$ cat src/rtl/snake_pkg.sv
// ============================================================================
// snake_pkg: playfield geometry, placer state encoding and default LFSR seed.
// Revision: 1.0
// ============================================================================
`default_nettype none

package snake_pkg;

  localparam int COORD_W   = 4;
  localparam int COORD_MIN = 1;
  localparam int COORD_MAX = 14;

  localparam logic [8:0] LFSR_SEED = 9'd132;

  typedef enum logic [1:0] {
    IDLE   = 2'd0,
    DRAW_X = 2'd1,
    DRAW_Y = 2'd2,
    QUERY  = 2'd3
  } placer_state_t;

endpackage

`default_nettype wire

$ cat src/rtl/lfsr9.sv
// ============================================================================
// lfsr9: free-running 9-bit Galois LFSR, shared by all randomness consumers.
// Revision: 1.0
// ============================================================================
`default_nettype none

module lfsr9 #(
  parameter logic [8:0] SEED = 9'd132
) (
  input  logic       clk,
  input  logic       rst,
  output logic [8:0] state
);

  logic [8:0] state_next;

  // Feedback from the top bit is folded into taps 4, 5 and 6.
  always_comb begin
    state_next    = {state[7:0], state[8]};
    state_next[4] = state[3] ^ state[8];
    state_next[5] = state[4] ^ state[8];
    state_next[6] = state[5] ^ state[8];
  end

  always_ff @(posedge clk or posedge rst) begin
    if (rst) begin
      state <= SEED;
    end else begin
      state <= state_next;
    end
  end

endmodule

`default_nettype wire

$ cat src/rtl/food_placer.sv
// ============================================================================
// food_placer: draws random X/Y candidates, checks occupancy, publishes food.
// Revision: 1.0
// ============================================================================
`default_nettype none

module food_placer #(
  parameter int         COORD_W   = snake_pkg::COORD_W,
  parameter int         COORD_MIN = snake_pkg::COORD_MIN,
  parameter int         COORD_MAX = snake_pkg::COORD_MAX,
  parameter int         MAX_TRIES = 15,
  parameter logic [8:0] SEED      = snake_pkg::LFSR_SEED
) (
  input  logic               clk,
  input  logic               rst,
  input  logic               spawn_req,
  output logic               occ_query_valid,
  output logic [COORD_W-1:0] occ_query_x,
  output logic [COORD_W-1:0] occ_query_y,
  input  logic               occ_resp_valid,
  input  logic               occ_hit,
  output logic [COORD_W-1:0] food_x,
  output logic [COORD_W-1:0] food_y,
  output logic               food_valid,
  output logic               busy,
  output logic               fail
);

  import snake_pkg::*;

  localparam logic [8:0]         SPAN      = 9'(COORD_MAX - COORD_MIN + 1);
  localparam logic [8:0]         BASE      = 9'(COORD_MIN);
  localparam logic [7:0]         TRY_LIMIT = 8'(MAX_TRIES);
  localparam logic [COORD_W-1:0] COORD_RST = COORD_W'(COORD_MIN);

  placer_state_t      state;
  placer_state_t      state_next;
  logic [8:0]         lfsr_state;
  logic [COORD_W-1:0] cand_x;
  logic [COORD_W-1:0] cand_y;
  logic [7:0]         tries;
  logic [7:0]         tries_inc;
  logic               last_try;
  logic [COORD_W-1:0] mapped;

  lfsr9 #(
    .SEED (SEED)
  ) u_lfsr (
    .clk   (clk),
    .rst   (rst),
    .state (lfsr_state)
  );

  // Modulo is taken on the full 9-bit value so the result never leaves the legal range.
  function automatic logic [COORD_W-1:0] map_coord(input logic [8:0] s);
    logic [8:0] m;
    m = (s % SPAN) + BASE;
    return m[COORD_W-1:0];
  endfunction

  assign mapped    = map_coord(lfsr_state);
  assign tries_inc = tries + 8'd1;
  assign last_try  = (tries_inc == TRY_LIMIT);

  always_ff @(posedge clk or posedge rst) begin
    if (rst) begin
      state <= IDLE;
    end else begin
      state <= state_next;
    end
  end

  always_comb begin
    state_next = state;
    case (state)
      IDLE:    if (spawn_req) state_next = DRAW_X;
      DRAW_X:  state_next = DRAW_Y;
      DRAW_Y:  state_next = QUERY;
      QUERY: begin
        if (occ_resp_valid) begin
          if (!occ_hit || last_try) state_next = IDLE;
          else                      state_next = DRAW_X;
        end
      end
      default: state_next = IDLE;
    endcase
  end

  always_comb begin
    busy            = (state != IDLE);
    occ_query_valid = (state == QUERY);
    occ_query_x     = cand_x;
    occ_query_y     = cand_y;
  end

  always_ff @(posedge clk or posedge rst) begin
    if (rst) begin
      cand_x     <= COORD_RST;
      cand_y     <= COORD_RST;
      food_x     <= COORD_RST;
      food_y     <= COORD_RST;
      food_valid <= 1'b0;
      tries      <= 8'd0;
      fail       <= 1'b0;
    end else begin
      fail <= 1'b0;
      case (state)
        IDLE: begin
          if (spawn_req) begin
            food_valid <= 1'b0;
            tries      <= 8'd0;
          end
        end
        DRAW_X: cand_x <= mapped;
        DRAW_Y: cand_y <= mapped;
        QUERY: begin
          if (occ_resp_valid) begin
            if (!occ_hit) begin
              food_x     <= cand_x;
              food_y     <= cand_y;
              food_valid <= 1'b1;
            end else begin
              tries <= tries_inc;
              if (last_try) fail <= 1'b1;
            end
          end
        end
        default: ;
      endcase
    end
  end

endmodule

`default_nettype wire

$ cat config.mk
export PLATFORM = sky130hd
export DESIGN_NAME = food_placer
export DESIGN_NICKNAME = d
export VERILOG_FILES = /design/src/rtl/snake_pkg.sv /design/src/rtl/lfsr9.sv /design/src/rtl/food_placer.sv
export SDC_FILE = /design/constraint.sdc
export NUM_CORES = 1
export LEC_CHECK = 0
export CORE_ASPECT_RATIO = 0.8
export CORE_MARGIN = 4
export CORE_UTILIZATION = 55
export CTS_CLUSTER_DIAMETER = 80
export DETAILED_ROUTE_END_ITERATION = 8
export DONT_BUFFER_PORTS = 1
export PLACE_DENSITY_LB_ADDON = 0.05
export SLEW_MARGIN = 10
export SYNTH_ARGS = -nofsm -noshare
export SYNTH_HDL_FRONTEND = slang
export SYNTH_SLANG_ARGS = --single-unit
$ cat constraint.sdc
create_clock -name clk -period 4.6 [get_ports clk]
set_input_delay 0.92 -clock clk [delete_from_list [all_inputs] [get_ports clk]]
set_output_delay 0.92 -clock clk [all_outputs]
set_load 0.01 [all_outputs]
### Word-level counts from Yosys, hierarchy flattened

Index checks and enable logic that the tools add are counted.

| word-level totals | value |
|---|---|
| register bits after elaboration | 37 |
| bits in latches | 0 |
| bits in writable memories | 0 |
| ROM bits | 0 |
| input bits | 5 |
| output and inout bits | 20 |
| word-level logic and storage cells | 49 |
| memories kept | 0 |

| cells by class | value |
|---|---|
| add/subtract/negate cells | 2 |
| $mul | 0 |
| div/mod/pow operators | 1 |
| magnitude comparators | 0 |
| eq/ne operators | 8 |
| shift operators | 0 |
| mux-type cells | 16 |
| bitwise logic cells | 4 |
| reductions and logical operators | 9 |

Operators by type and width:

| operator | number |
|---|---|
| $mux W8 | 3 |
| $pmux W8 S2 | 1 |
| $mod A9 B4 Y9 const B | 1 |
| $add A8 B1 Y8 const B | 1 |
| $eq A8 B4 Y1 const B | 1 |
| $mux W1 | 8 |
| $pmux W2 S4 | 1 |
| $reduce_and A4 Y1 | 2 |
| $add A4 B1 Y4 const B | 1 |
| $eq A2 B2 Y1 const B | 2 |
| $mux W2 | 2 |
| $ne A2 B1 Y1 const B | 2 |
| $ne A2 B2 Y1 const B | 2 |
| $reduce_bool A2 Y1 | 2 |
| $reduce_and A3 Y1 | 1 |
| $xor A1 B1 Y1 | 3 |
| $eq A2 B1 Y1 const B | 1 |
| $logic_not A2 Y1 | 1 |
| $pmux W1 S2 | 1 |
| $reduce_and A2 Y1 | 1 |
| $logic_not A1 Y1 | 1 |
| $logic_or A1 B1 Y1 | 1 |
| $not A1 Y1 | 1 |

### Depth between registers and ports, before layout

| depth | value |
|---|---|
| depth in word-level cells | 6 |
| gate-level depth with buffers | 15 |
| gate-level depth less buffers | 14 |

### Hierarchy

From an unflattened synthesis, not the netlist that was laid out.

| unflattened totals | value |
|---|---|
| cell total of the unflattened synthesis | 254 |
| area, all modules | 2,428.6 µm² |

Modules (own cells, without submodules):

| module | times used | cells an instance | area each (µm²) | sequential area each (µm²) |
|---|---|---|---|---|
| food_placer | 1 | 235 | 2,125.8 | 705.7 |
| lfsr9 | 1 | 19 | 302.8 | 227.7 |

### Worst setup path after synthesis

OpenSTA, ideal clock, no wires.

| path | value |
|---|---|
| path type | reg2reg |
| from | register u_lfsr.state[7] |
| to | register cand_x[2] (netlist: occ_query_x[2]) |
| library setup time | 0.082 ns |
| arrival time | 3.481 ns |
| data required time | 4.518 ns |
| path slack | 1.037 ns |
| cell stages (with the launch flop) | 16 |
| path buffers | 1 |
| period minus slack after synthesis | 3.563 ns |
| cell sequence | dfstp_2 buf_6 nor2_4 a21oi_1 mux2i_1 o22ai_1 a21bo_2 ha_1 or3_2 o221ai_1 a2bb2oi_1 nor2_1 xnor2_1 ha_1 or3_1 a31oi_1 |

| on the way | value |
|---|---|
| word-level cells in the longest chain between the ends | 2 |

Ends and longest elaborated chain:

| element | line | source |
|---|---|---|
| start: declaration | lfsr9.sv:12 | `output logic [8:0] state` |
| start signal: assignment | lfsr9.sv:29 | `state <= state_next;` |
| $mod A9 B4 Y9 | food_placer.sv:57 | `m = (s % SPAN) + BASE;` |
| $add A4 B1 Y4 | food_placer.sv:57 |  |
| end signal: assignment | food_placer.sv:114 | `DRAW_X: cand_x <= mapped;` |
| end: declaration | food_placer.sv:39 | `logic [COORD_W-1:0] cand_x;` |

Every way passes these cells.
A chain may end at the register's enable or synchronous reset.

### Worst setup path after layout

| path | value |
|---|---|
| from | register u_lfsr.state[8] |
| to | register cand_x[2] (netlist: occ_query_x[2]) |

The elaborated chain is that of the path after synthesis.

==> impl_results.md <==
* Status: finished, final reports clean
* Placer Congestion at 0.826
* Post-Synth Adder-Cell Area at 0.0480
* XOR/XNOR share of the synthesized area at 0.0336
* H-tree lvl count at 2
* Via density at 6.21
* Vias in the first global route at 1728
* Post-synth top area cell: dfrtp_1
* Die footprint at about 5400 sq um
* Hold buffers post-CTS at 0
* DP Wirelength at ~3400 um
* CP Capture Type: flop
* Avg Inst Size Synth at 9.77 sq um
* Hold Path Class: flop to flop
* Post-synthesis simple-gate area fraction at 0.198
* Die H at between 60 and 70 um
* Std-Cell Rows at 20
* Layout net count at 250
* Clock buffer depth at 2
* Fmax at 241 MHz
* Num ports at 25
* Initial cell density of the core at 0.593
* Initial antenna violation count at 0
* CTS tree: yes
* Share of cells above drive strength 1 at 0.190
* Slew HR at 0.622
* Period utilization at 0.903
* Setup violators final at 0
* YS warnings at 0
* Synth Net Count at between 200 and 300
* CTS buffer count at 5
* WL/cell at around 16 um
* Number of port buffers at 0
* Initial DRC Count at 242
* Leakage at 1.07 nW
* Sequential share of power at 0.442
* Internal power at 0.675 mW
* Core ar. at 3950 sq um
* Setup bufs post-CTS at 0
* Final WL at 4730 um
* Synthesized cell area at roughly 2300 sq um
* DR DRC count at 0
* Setup TNS at 0 ns
* Clock Skew at roughly 0.013 ns
* # diodes at 0
* Critical path arrival at 4.36 ns
* First-pass iteration count of the detailed router at 4
* Hold slack at 0.467 ns
* Sw frac at 0.306
* Seq cells post-synth at 37
* Largest net degree at the start of global routing at 38
* Hold Fails Final Rpt at 0
* GRT Resource Usage Total at 0.195
* Synth cell types at 72
* Post-synthesis compound-gate area fraction at 0.208
* Startpoint Class: flop
* Worst-margin pin slew at around 0.57 ns
* Via count at 1813
* DRT antenna net count at 0
* Max-slew violations at 0
* # fillers at between 300 and 400
* Seq/Total Area, Yosys at 0.398
* Comb pwr share at 0.215
* EDFF count, synth at 0
* Mux cell area share after synthesis at 0.0614
* WP data required at 4.81 ns
* Clock period minus worst slack at 4.15 ns
* Most used flip-flop cell after synthesis: dfrtp_1
* Clock transition at path regs at 0.08 ns
* FFs w/ async S/R, synth at 1.00
* WS Path Type: flop to flop
* Post-synth top area share at 0.331
* Top cells by area, synth: dfrtp_1, dfstp_2, mux2_2
* Clk Latency, worst-skew pair at 0.29 ns
* Die Span X at slightly above 80 um
* GRT Residual Overflow at 0
* Largest family of logic cells by synthesized area: compound AO/OA/AOI/OAI gates
* First-pass GRT wire length at 8130 um
* CP Max Fanout at 18
* Clock root buffer: clkbuf_8
* Post-Syn Instances at between 200 and 250
* Peak supply drop at 0.000288 V
* Clk pwr share at 0.344
* Net Sw Power at 0.297 mW
* Max Cap Viol at 0
* Unrepaired setup endpoints after global routing: false
* Clock Sinks at 37
* Power Dens Cells at approximately 390 nW/um^2
* Area growth, synth to finish at 5.12%
* Post-CTS Resized at 0
## routing by layer
metal / vias to the layer above / part of all wire / GRT usage
met3: 6 / 0.062 / 0.0504
met1: 882 / 0.47 / 0.268
met4: 0 / 0.0080 / 0.0380
li1: 865 / - / -
met5: - / 0 / 0
met2: 60 / 0.46 / 0.310
## worst max-delay path, cell delays in order, from the launching register on
cell and delay [ns]:
dfrtp_1 0.69, nand2_1 0.20, a21oi_1 0.29, mux2i_1 0.44, o22ai_1 0.14, a21bo_2 0.23
ha_1 0.26, or3_2 0.47, o221ai_1 0.11, a2bb2oi_1 0.14, nor2_1 0.25, xnor2_1 0.11
ha_1 0.19, or3_1 0.38, a31oi_1 0.18
## final timing paths
| path | cells past startpoint | slack [ns] | end | from |
|---|---|---|---|---|
| worst min-delay path | 0 | 0.47 | u_lfsr.state[2] | u_lfsr.state[1] |
| worst min register to register | 0 | 0.47 | u_lfsr.state[2] | u_lfsr.state[1] |
| worst max-delay path | 14 | 0.45 | occ_query_x[2] | u_lfsr.state[8] |
| max in group asynchronous | 2 | 3.62 | food_x[0] | rst |
| min in group asynchronous | 2 | 0.61 | u_lfsr.state[5] | rst |
| worst max register to register | 14 | 0.45 | occ_query_x[2] | u_lfsr.state[8] |
## metrics by stage
step / std cells / power, mW / worst slack (ns) / util / instance area, sq um
after floorplan: 240 / 0.610 / 1.04 / - / 2340
after global placement: 284 / 0.629 / 0.750 / 0.590 / 2330
after detailed placement: 284 / 0.647 / 0.486 / 0.590 / 2330
after CTS: 292 / 0.978 / 0.477 / 0.623 / 2460
after global routing: 292 / 1.03 / 0.0531 / 0.623 / 2460
final: 292 / 0.972 / 0.448 / 0.623 / 2460
## kinds of logic (layout without fill, tap and decap cells)
logic type	count (synthesis)	count (layout)
AOI/OAI and AO/OA	67	67
xor gates and xnor gates	9	9
adders and majority gates	9	9
buffers and inverters	21	18
DFF	37	37
muxes	13	13
and+or+nand+nor	84	84
## area by class of cell
type | count | area (sq um) | share of cell area
Clock buffer | 5 | 68.8 | 0.0279
Clock inverter | 3 | 65.1 | 0.0264
Inverter | 9 | 33.8 | 0.0137
Multi-Input combinational cell | 182 | 1290 | 0.522
Sequential cell | 37 | 933 | 0.379
Tap cell | 55 | 68.8 | 0.0279
Timing Repair Buffer | 1 | 7.51 | 0.00305
## synthesized netlist by cell type (6+ instances only)
master and number:
dfrtp_1 31, o21ai_0 19, inv_1 9, nand2b_1 8
ha_1 9, mux2_2 11, xor2_1 6, a21oi_1 8
nor2_1 19, nand3_1 7, nand2_1 16, dfstp_2 6
## power by group through the flow
stage	clock, mW	sequential (mW)	combinational [mW]
2_1_floorplan	0	0.422	0.187
3_3_place_gp	0	0.431	0.199
3_5_place_dp	0	0.436	0.210
4_1_cts	0.338	0.430	0.210
5_1_grt	0.353	0.438	0.242
6_report	0.334	0.429	0.209
## state kept, by name, indices dropped and copies added, names as in the netlist
signal and cells:
occ_query_x 4, fail 1, u_lfsr.state 9, food_x 4, food_y 4, state 2
food_valid 1, tries 8, occ_query_y 4
## cells in the final DEF (no fill, tap or decap), drive strengths merged, types with 2 or more instances in the layout
cell     instances
clkbuf           5
mux2            11
or2              4
nand2           16
ha               9
a2bb2oi          2
nand3            7
nor3             3
and2             3
bufinv           2
and2b            2
o211ai           4
nor2b            3
and3b            2
mux2i            2
nand2b           8
dfrtp           31
inv              9
o41ai            2
xnor2            3
nand3b           2
a21oi            9
o2111ai          3
dfstp            6
or3              4
o21ai           20
o31ai            3
a31oi            2
nor2            21
a211oi           2
xor2             6
nor3b            2
o22ai            2
and3             3
Power figures use the tool's default switching activity.
